**config.mk**
```make
export PLATFORM = sky130hd
export DESIGN_NAME = gray_sync_decoder
export DESIGN_NICKNAME = d
export VERILOG_FILES = /design/src/rtl/gray_sync_decoder.sv
export SDC_FILE = /design/constraint.sdc
export NUM_CORES = 1
export LEC_CHECK = 0
export ABC_AREA = 1
export CAP_MARGIN = 20
export CORE_MARGIN = 1.5
export CORE_UTILIZATION = 30
export CTS_CLUSTER_SIZE = 10
export DETAILED_ROUTE_END_ITERATION = 10
export PLACE_DENSITY = 0.53
export RECOVER_POWER = 100
export SKIP_LAST_GASP = 1
export SYNTH_ARGS = -nofsm -noshare
export SYNTH_HDL_FRONTEND = slang
export SYNTH_SLANG_ARGS = --single-unit
export TNS_END_PERCENT = 20
```
**constraint.sdc**
```tcl
create_clock -name CLK -period 1.81 [get_ports CLK]
set_input_delay 0.4525 -clock CLK [delete_from_list [all_inputs] [get_ports CLK]]
set_output_delay 0.4525 -clock CLK [all_outputs]
set_load 0.005 [all_outputs]
```
**src/rtl/gray_sync_decoder.sv**
```systemverilog
// -----------------------------------------------------------------------------
// gray_sync_decoder
//
// Brings a Gray-coded count from a foreign clock domain into the CLK domain
// through a SYNC_STAGES-deep flop synchronizer, converts it to binary and
// checks that every accepted update is a single +/-1 step (modulo wrap).
// Illegal jumps are still accepted (the local count resyncs to them) but are
// flagged on STEP_ERR and counted in a saturating error counter.
//
// Ports:
//   CLK        in   rising-edge clock
//   RST_N      in   asynchronous active-low reset
//   GRAY_IN    in   Gray code from the foreign domain (asynchronous to CLK)
//   CLR_ERR    in   synchronous clear of ERR_CNT (wins over a same-cycle error)
//   BIN_OUT    out  last accepted value, binary
//   GRAY_SYNC  out  last accepted value, Gray
//   VALID      out  one-cycle pulse when BIN_OUT/GRAY_SYNC update
//   DIR        out  direction of last legal step (1 up, 0 down)
//   STEP_ERR   out  one-cycle pulse when an accepted update is not +/-1
//   ERR_CNT    out  saturating count of STEP_ERR events
//   PRIMED     out  high once the post-reset baseline has been captured
//
// All outputs are registered; there is no combinational path from GRAY_IN.
// -----------------------------------------------------------------------------
module gray_sync_decoder #(
   parameter int NUM_PIN     = 3,
   parameter int SYNC_STAGES = 2,
   parameter int ERR_W       = 8
) (
   input  logic               CLK,
   input  logic               RST_N,
   input  logic [NUM_PIN:0]   GRAY_IN,
   input  logic               CLR_ERR,
   output logic [NUM_PIN:0]   BIN_OUT,
   output logic [NUM_PIN:0]   GRAY_SYNC,
   output logic               VALID,
   output logic               DIR,
   output logic               STEP_ERR,
   output logic [ERR_W-1:0]   ERR_CNT,
   output logic               PRIMED
);

   localparam int                 FILL_W    = (SYNC_STAGES > 1) ? $clog2(SYNC_STAGES) : 1;
   localparam logic [FILL_W-1:0]  FILL_LAST = FILL_W'(SYNC_STAGES - 1);
   localparam logic [FILL_W-1:0]  FILL_ONE  = FILL_W'(1);
   localparam logic [NUM_PIN:0]   CNT_ONE   = (NUM_PIN + 1)'(1);
   localparam logic [ERR_W-1:0]   ERR_ONE   = ERR_W'(1);
   localparam logic [ERR_W-1:0]   ERR_MAX   = '1;

   typedef enum logic [1:0] {
      FILL  = 2'd0,
      PRIME = 2'd1,
      TRACK = 2'd2
   } state_e;

   state_e                 state_q;
   logic [FILL_W-1:0]      fill_q;
   logic [NUM_PIN:0]       sync_q [SYNC_STAGES];
   logic [NUM_PIN:0]       bin_q;
   logic [NUM_PIN:0]       gray_q;
   logic                   valid_q;
   logic                   dir_q;
   logic                   step_err_q;
   logic [ERR_W-1:0]       err_cnt_q;
   logic                   primed_q;

   logic [NUM_PIN:0]       s_gray;
   logic [NUM_PIN:0]       bin_d;
   logic                   changed;
   logic                   is_up;
   logic                   is_down;
   logic                   err_event;

   // B[MSB] = G[MSB]; each lower bit folds in the bit above it.
   function automatic logic [NUM_PIN:0] gray2bin(input logic [NUM_PIN:0] g);
      logic [NUM_PIN:0] b;
      b[NUM_PIN] = g[NUM_PIN];
      for (int i = NUM_PIN - 1; i >= 0; i--) begin
         b[i] = b[i+1] ^ g[i];
      end
      return b;
   endfunction

   // Step classification against the last accepted value. Arithmetic is in
   // NUM_PIN+1 bits, so all-ones -> 0 counts as up and 0 -> all-ones as down.
   // NOTE: every signal gets a value on every pass through this block, so no
   // latch is inferred.
   always_comb begin
      s_gray    = sync_q[SYNC_STAGES-1];
      bin_d     = gray2bin(s_gray);
      changed   = (s_gray != gray_q);
      is_up     = (bin_d == (bin_q + CNT_ONE));
      is_down   = (bin_d == (bin_q - CNT_ONE));
      err_event = (state_q == TRACK) && changed && !is_up && !is_down;
   end

   // NOTE: sequential state uses non-blocking assignments only, so every flop
   // samples the pre-edge value of the others (the synchronizer chain relies
   // on this to shift one stage per clock).
   always_ff @(posedge CLK or negedge RST_N) begin
      if (!RST_N) begin
         // NOTE: the synchronizer flops are reset too; a stale pre-reset
         // sample must never reach the baseline capture.
         for (int i = 0; i < SYNC_STAGES; i++) begin
            sync_q[i] <= '0;
         end
         state_q    <= FILL;
         fill_q     <= '0;
         bin_q      <= '0;
         gray_q     <= '0;
         valid_q    <= 1'b0;
         dir_q      <= 1'b0;
         step_err_q <= 1'b0;
         err_cnt_q  <= '0;
         primed_q   <= 1'b0;
      end else begin
         // Plain flop chain, no logic between stages.
         sync_q[0] <= GRAY_IN;
         for (int i = 1; i < SYNC_STAGES; i++) begin
            sync_q[i] <= sync_q[i-1];
         end

         valid_q    <= 1'b0;
         step_err_q <= 1'b0;

         if (CLR_ERR) begin
            err_cnt_q <= '0;
         end else if (err_event && (err_cnt_q != ERR_MAX)) begin
            err_cnt_q <= err_cnt_q + ERR_ONE;
         end

         unique case (state_q)
            // Wait until the last synchronizer stage holds a real sample.
            FILL: begin
               if (fill_q == FILL_LAST) begin
                  state_q <= PRIME;
               end else begin
                  fill_q <= fill_q + FILL_ONE;
               end
            end

            // Baseline capture; never checked for step legality.
            PRIME: begin
               gray_q   <= s_gray;
               bin_q    <= bin_d;
               valid_q  <= 1'b1;
               primed_q <= 1'b1;
               state_q  <= TRACK;
            end

            // Every change is accepted; only the flags differ.
            TRACK: begin
               if (changed) begin
                  gray_q  <= s_gray;
                  bin_q   <= bin_d;
                  valid_q <= 1'b1;
                  if (is_up) begin
                     dir_q <= 1'b1;
                  end else if (is_down) begin
                     dir_q <= 1'b0;
                  end else begin
                     step_err_q <= 1'b1;
                  end
               end
            end

            default: state_q <= FILL;
         endcase
      end
   end

   assign BIN_OUT   = bin_q;
   assign GRAY_SYNC = gray_q;
   assign VALID     = valid_q;
   assign DIR       = dir_q;
   assign STEP_ERR  = step_err_q;
   assign ERR_CNT   = err_cnt_q;
   assign PRIMED    = primed_q;

endmodule

```
==> results_dict.tcl, run 1 <==
set metrics [dict create \
    status "finished clean" \
    holdBufCountCts 0 \
    cts_tree "yes" \
    clkTransAtPathRegs_ns 0.06 \
    critPathKind "flip-flop to output pin" \
    post-place-ws_ns 0.0361 \
    cap_violations 0 \
    grt_use_total 0.126 \
    fin_cells 315 \
    reg2reg_depth 14 \
    yosys.area_share.adder 0.0538 \
    synth-compound-area-share 0.0615 \
    overflow 0 \
    synth_seq_cells 30 \
    syn_to_final_growth_pct 32.7 \
    nets 258 \
    seq_area_frac_synth 0.462 \
    ant_nets 0 \
    synth_top_family_by_area "simple AND/OR/NAND/NOR gates" \
    required_ns 1.36 \
    grt_start_max_net_pins 31 \
    skew_ns 0.00822 \
    tightest_slew_ns 0.750 \
    hp-start "sync_q[5]" \
    period_needed_ns 1.80 \
    place_inst 301 \
    rsz0062_at_grt "true" \
    cp_max_fo 4 \
    start_util 0.314 \
    power_leakage_uw 0.00109 \
    grt_pass1_vias 1267 \
    grt_pass1_wl_mm 5.73 \
    r2r-end "ERR_CNT[2]" \
    crit_arrival_ns 1.35 \
    dp_hpwl_mm 2.45 \
    dr.first_iter.drc_count 60 \
    yosys.area_share.xor_xnor 0.0377 \
    min_path_cells 0 \
    synthSimpleGateAreaFrac 0.316 \
    netlist_area_mm2 0.00163 \
    coreArea_mm2 0.00517 \
    rows 26 \
    vias 1357 \
    die_w_um 76.6 \
    tns_ns 0 \
    fin_crit_sh 0.994 \
    dieArea_mm2 0.00587 \
    cts_root_buf "clkbuf_8" \
    cts_max_path_buffers 2 \
    yosysWarnings 0 \
    wl_per_cell_um 10.7 \
    num_antenna_cells 0 \
    clk_latency_ns 0.28 \
    antenna_found_initial 0 \
    maxSlewViolCount 0 \
    final_cell_mix "nand2_1 (69), dfrtp_1 (28), inv_1 (19), nor2_1 (19), nand3_1 (17)" \
    synth_cell_types 25 \
    worst_setup_path_end_kind "output pin" \
    firstDrtPassIters 4 \
    syn-instance-count 204 \
    cts.sinks 30 \
    viasPerCell 4.31 \
    placed_area_mm2 0.00198 \
    crit_path_start_kind "flip-flop" \
    ir_drop_mv 0.507 \
    syn_nets 218 \
    r2r_start "BIN_OUT[0]" \
    finalHoldViolations 0 \
    min_path_type "flip-flop to flip-flop" \
    place_congestion 0.800 \
    mostFrequentLayoutCell "nand2_1" \
    cts_max_level 2 \
    fin_area_mm2 0.00216 \
    slew_headroom 0.500 \
    numCtsBuffers 5 \
    drc 0 \
    power_density_mw_per_mm2 850 \
    drive_gt1_frac 0.151 \
    syn_avg_cell_area_um2 7.97 \
    io_buffer_count 26 \
    hold_end "s_gray[1]" \
    max_freq_mhz 556 \
    synth.area.mux_share 0 \
    setup-violations-final 0 \
    die_y_um 76.6 \
    setup_ws_ns 0.0115 \
    io_pins 27 \
    routed_wl_mm 3.38 \
    reg2reg_setup_slack_ns 0.09 \
]
==> synthesized netlist by cell type <==
| library cell | instances | area, µm² |
|---|---|---|
| a21oi_1 | 7 | 35.0 |
| a31oi_4 | 1 | 21.3 |
| buf_4 | 1 | 7.51 |
| buf_6 | 1 | 11.3 |
| clkbuf_1 | 1 | 3.75 |
| clkinv_1 | 1 | 3.75 |
| dfrtp_1 | 30 | 751 |
| ha_1 | 7 | 87.6 |
| inv_1 | 21 | 78.8 |
| inv_2 | 2 | 7.51 |
| nand2_1 | 71 | 267 |
| nand2_2 | 2 | 12.5 |
| nand2_4 | 1 | 11.3 |
| nand3_1 | 17 | 85.1 |
| nand3_2 | 2 | 20.0 |
| nand3_4 | 1 | 17.5 |
| nor2_1 | 19 | 71.3 |
| nor3_1 | 2 | 10.0 |
| nor3b_1 | 1 | 7.51 |
| o21a_1 | 2 | 15.0 |
| o21ai_0 | 4 | 20.0 |
| o21ai_2 | 1 | 8.76 |
| or2_2 | 2 | 12.5 |
| xnor2_1 | 2 | 17.5 |
| xor2_1 | 5 | 43.8 |
==> what timing repair did <==
| item | CTS | global route |
|---|---|---|
| resized for setup | 0 | 11 |
| endpoints found under the hold margin | 0 | 0 |
| buffers inserted | 0 | 5 |
| setup endpoints to repair | 0 | 9 |
==> worst max path at each step <==
stage | startpoint | to | slack, ns | depth (start not counted)
detailed placement | BIN_OUT[0] | ERR_CNT[0] | 0.04 | 15
global route | BIN_OUT[0] | ERR_CNT[4] | -0.07 | 15
CTS | BIN_OUT[0] | ERR_CNT[1] | 0.03 | 15
floorplan | BIN_OUT[0] | ERR_CNT[2] | 0.20 | 15
finish | BIN_OUT[1] | BIN_OUT[1] | 0.01 | 2
global placement | BIN_OUT[0] | ERR_CNT[1] | 0.1 | 15
==> through the flow <==
step | util | hold WS (ns) | power [µW]
after global routing | 0.417 | 0.365 | 1970
after global placement | 0.383 | 0.333 | 1250
after detailed placement | 0.383 | 0.336 | 1250
after CTS | 0.401 | 0.350 | 1820
after floorplan | - | 0.157 | 1040
final | 0.417 | 0.347 | 1830
==> cells by family after synthesis <==
| group | after synthesis |
|---|---|
| and+or+nand+nor | 118 |
| DFF | 30 |
| buffers and inverters | 27 |
| AOI/OAI and AO/OA | 15 |
| xor gates and xnor gates | 7 |
| adders and majority gates | 7 |
==> cell type report <==
cell class / count / area [µm²]
fill: 530 / 3010
multi-input combinational: 148 / 811
sequential: 30 / 753
timing repair buffer: 35 / 325
inverter: 24 / 90.1
tap: 70 / 87.6
clock buffer: 7 / 86.3
clock inverter: 1 / 5.00
==> power breakdown <==
group	total [µW]	switching (µW)	internal (µW)
Sequential	783	50.7	733
Combinational	495	250	245
Clock	555	249	306
Total	1830	550	1280
==> flip-flops by register name (all words and copies together) (netlist names), 2 cells and up <==
name,count
GRAY_SYNC,3
BIN_OUT,4
ERR_CNT,8
sync_q,4
s_gray,4
state_q,2
==> per-layer routing <==
| metal | track usage | part of all wire |
|---|---|---|
| met1 | 0.160 | 0.47 |
| met2 | 0.196 | 0.48 |
| met3 | 0.0359 | 0.030 |
| met4 | 0.0611 | 0.020 |
| met5 | 0 | 0 |
==> critical path, stage by stage (launching register included) <==
cell	delay (ns)
dfrtp_1	0.43
buf_4	0.15
clkdlybuf4s50_1	0.48
Power figures use the tool's default switching activity.
==> inputs of run 2 (changes only) <==
--- a/config.mk
+++ b/config.mk
@@ -7,13 +7,13 @@
 export LEC_CHECK = 0
 export ABC_AREA = 1
 export CAP_MARGIN = 20
-export CORE_MARGIN = 1.5
 export CORE_UTILIZATION = 30
 export CTS_CLUSTER_SIZE = 10
 export DETAILED_ROUTE_END_ITERATION = 10
 export PLACE_DENSITY = 0.53
 export RECOVER_POWER = 100
 export SKIP_LAST_GASP = 1
+export SLEW_MARGIN = 30
 export SYNTH_ARGS = -nofsm -noshare
 export SYNTH_HDL_FRONTEND = slang
 export SYNTH_SLANG_ARGS = --single-unit
==> constraint.sdc (replaced) <==
create_clock -name CLK -period 1.81 [get_ports CLK]
set_input_delay 0.4525 -clock CLK [delete_from_list [all_inputs] [get_ports CLK]]
set_output_delay 0.4525 -clock CLK [all_outputs]
set_load 0.02 [all_outputs]
==> results_dict.tcl, run 2 (same netlist as run 1, synthesis figures left out) <==
set metrics [dict create \
    slowest_delay_ns 0.59 \
    wl_per_cell_um 10.8 \
    cts_max_level 2 \
    num_antenna_cells 0 \
    largest_register_ffs 8 \
    routed_wl_mm 3.38 \
    die_w_um 75.6 \
    hp-start "sync_q[7]" \
    r2r-end "ERR_CNT[1]" \
    fin_crit_sh 1.01 \
    drive_gt1_frac 0.165 \
    finalHoldViolations 0 \
    rsz0062_at_grt "true" \
    crit_path_start_kind "flip-flop" \
    setup-violations-final 1 \
    slowest_stage "clkdlybuf4s50_1" \
    numCtsBuffers 5 \
    ir_drop_mv 0.551 \
    period_needed_ns 1.83 \
    clk_latency_ns 0.28 \
    firstDrtPassIters 4 \
    overflow 0 \
    crit_buf_inv 2 \
    viasPerCell 4.35 \
    min_path_type "flip-flop to flip-flop" \
    cts.sinks 30 \
    grt_pass1_vias 1236 \
    skew_ns 0.00710 \
    cts_tree "yes" \
    mostFrequentLayoutCell "nand2_1" \
    io_buffer_count 26 \
    critPathLaunch "ERR_CNT[0]" \
    r2r_start "BIN_OUT[0]" \
    reg2reg_setup_slack_ns 0.11 \
    slew_headroom 0.502 \
    place_congestion 0.776 \
    start_util 0.314 \
    required_ns 1.36 \
    status "finished, violations left" \
    syn_to_final_growth_pct 31.5 \
    critPathKind "flip-flop to output pin" \
    power_density_mw_per_mm2 868 \
    final_cell_mix "nand2_1 (67), dfrtp_1 (28), nor2_1 (19)" \
    cts_max_path_buffers 2 \
    setup_ws_ns -0.0222 \
    cts_root_buf "clkbuf_8" \
    clkTransAtPathRegs_ns 0.07 \
    grt_start_max_net_pins 31 \
    worstPathCellList "buf_4 -> clkdlybuf4s50_1" \
    path_delay_family "buffers and inverters" \
    dieArea_mm2 0.00572 \
    drc 0 \
    cp_max_fo 4 \
    reg2reg_depth 15 \
    path_depth 2 \
    grt_pass1_wl_mm 5.53 \
    worst_setup_path_end_kind "output pin" \
    violations "negative setup slack" \
    io_pins 27 \
    dp_hpwl_mm 2.40 \
    dr.first_iter.drc_count 38 \
    coreArea_mm2 0.00517 \
    die_y_um 75.6 \
    maxSlewViolCount 0 \
    vias 1363 \
    rows 26 \
    antenna_found_initial 0 \
    nets 257 \
    cp-endpoint "ERR_CNT[0]" \
    ant_nets 0 \
    tightest_slew_ns 0.748 \
    tns_ns -0.0222 \
    grt_use_total 0.130 \
    crit_arrival_ns 1.38 \
    total_power_uw 1860 \
    holdBufCountCts 0 \
    max_freq_mhz 546 \
    cap_violations 0 \
    power_leakage_uw 0.00108 \
]
## run 2: cell type report
cell class	instances	area, µm²
clock buffers	5	68.8
clock inverters	2	10.0
fillers	524	3030
inverters	24	90.1
multi-input cells	148	818
flip-flops and latches	30	753
well taps	70	87.6
repair buffers	34	310
## run 2: metrics by stage
stage	setup slack [ns]	cells	hold slack, ns	instance area [µm²]	util
floorplan	0.0966	204	0.157	1630	-
finish	-0.0222	313	0.344	2140	0.413
detailed placement	0.0372	301	0.335	1980	0.383
global placement	0.0937	301	0.333	1980	0.383
CTS	-0.0327	308	0.348	2060	0.398
global route	-0.0533	313	0.356	2140	0.413
## run 2: per-layer routing
| layer | wire length [µm] | share of wire | track usage |
|---|---|---|---|
| met5 | 0 | 0 | 0 |
| met4 | 27 | 0.0080 | 0.0494 |
| met3 | 89 | 0.026 | 0.0357 |
| met2 | 1600 | 0.47 | 0.205 |
| met1 | 1660 | 0.49 | 0.170 |
## run 2: report_power, final
part,total (µW),switching [µW],internal [µW]
Combinational,563,318,245
Sequential,787,53.7,733
Clock,507,250,258
## run 2: timing repair
item	in CTS	in global routing
resized for setup	1	17
buffers inserted	0	4
setup endpoints to repair	3	19
cloned	0	1
pin swaps	0	8
## run 2: worst reg2reg max path: stages, from the launching register on
cell and delay [ns]:
dfrtp_2 0.46, inv_2 0.11, ha_4 0.14, inv_2 0.04
nand2_1 0.05, nand2_1 0.05, nand2_1 0.06, nand2_1 0.05
nor2_1 0.08, nand2_1 0.07, nand2_2 0.08, nand2_4 0.07
nand3_4 0.10, nand2_4 0.10, nand2_2 0.09, nand2_2 0.04
## run 2: how the worst min path moves through the flow
| stage | cells after the start | endpoint | slack, ns |
|---|---|---|---|
| floorplan | 0 | BIN_OUT[0] | 0.16 |
| global placement | 0 | s_gray[0] | 0.33 |
| detailed placement | 0 | s_gray[0] | 0.33 |
| CTS | 0 | s_gray[3] | 0.35 |
| global route | 0 | s_gray[3] | 0.36 |
| finish | 0 | s_gray[3] | 0.34 |
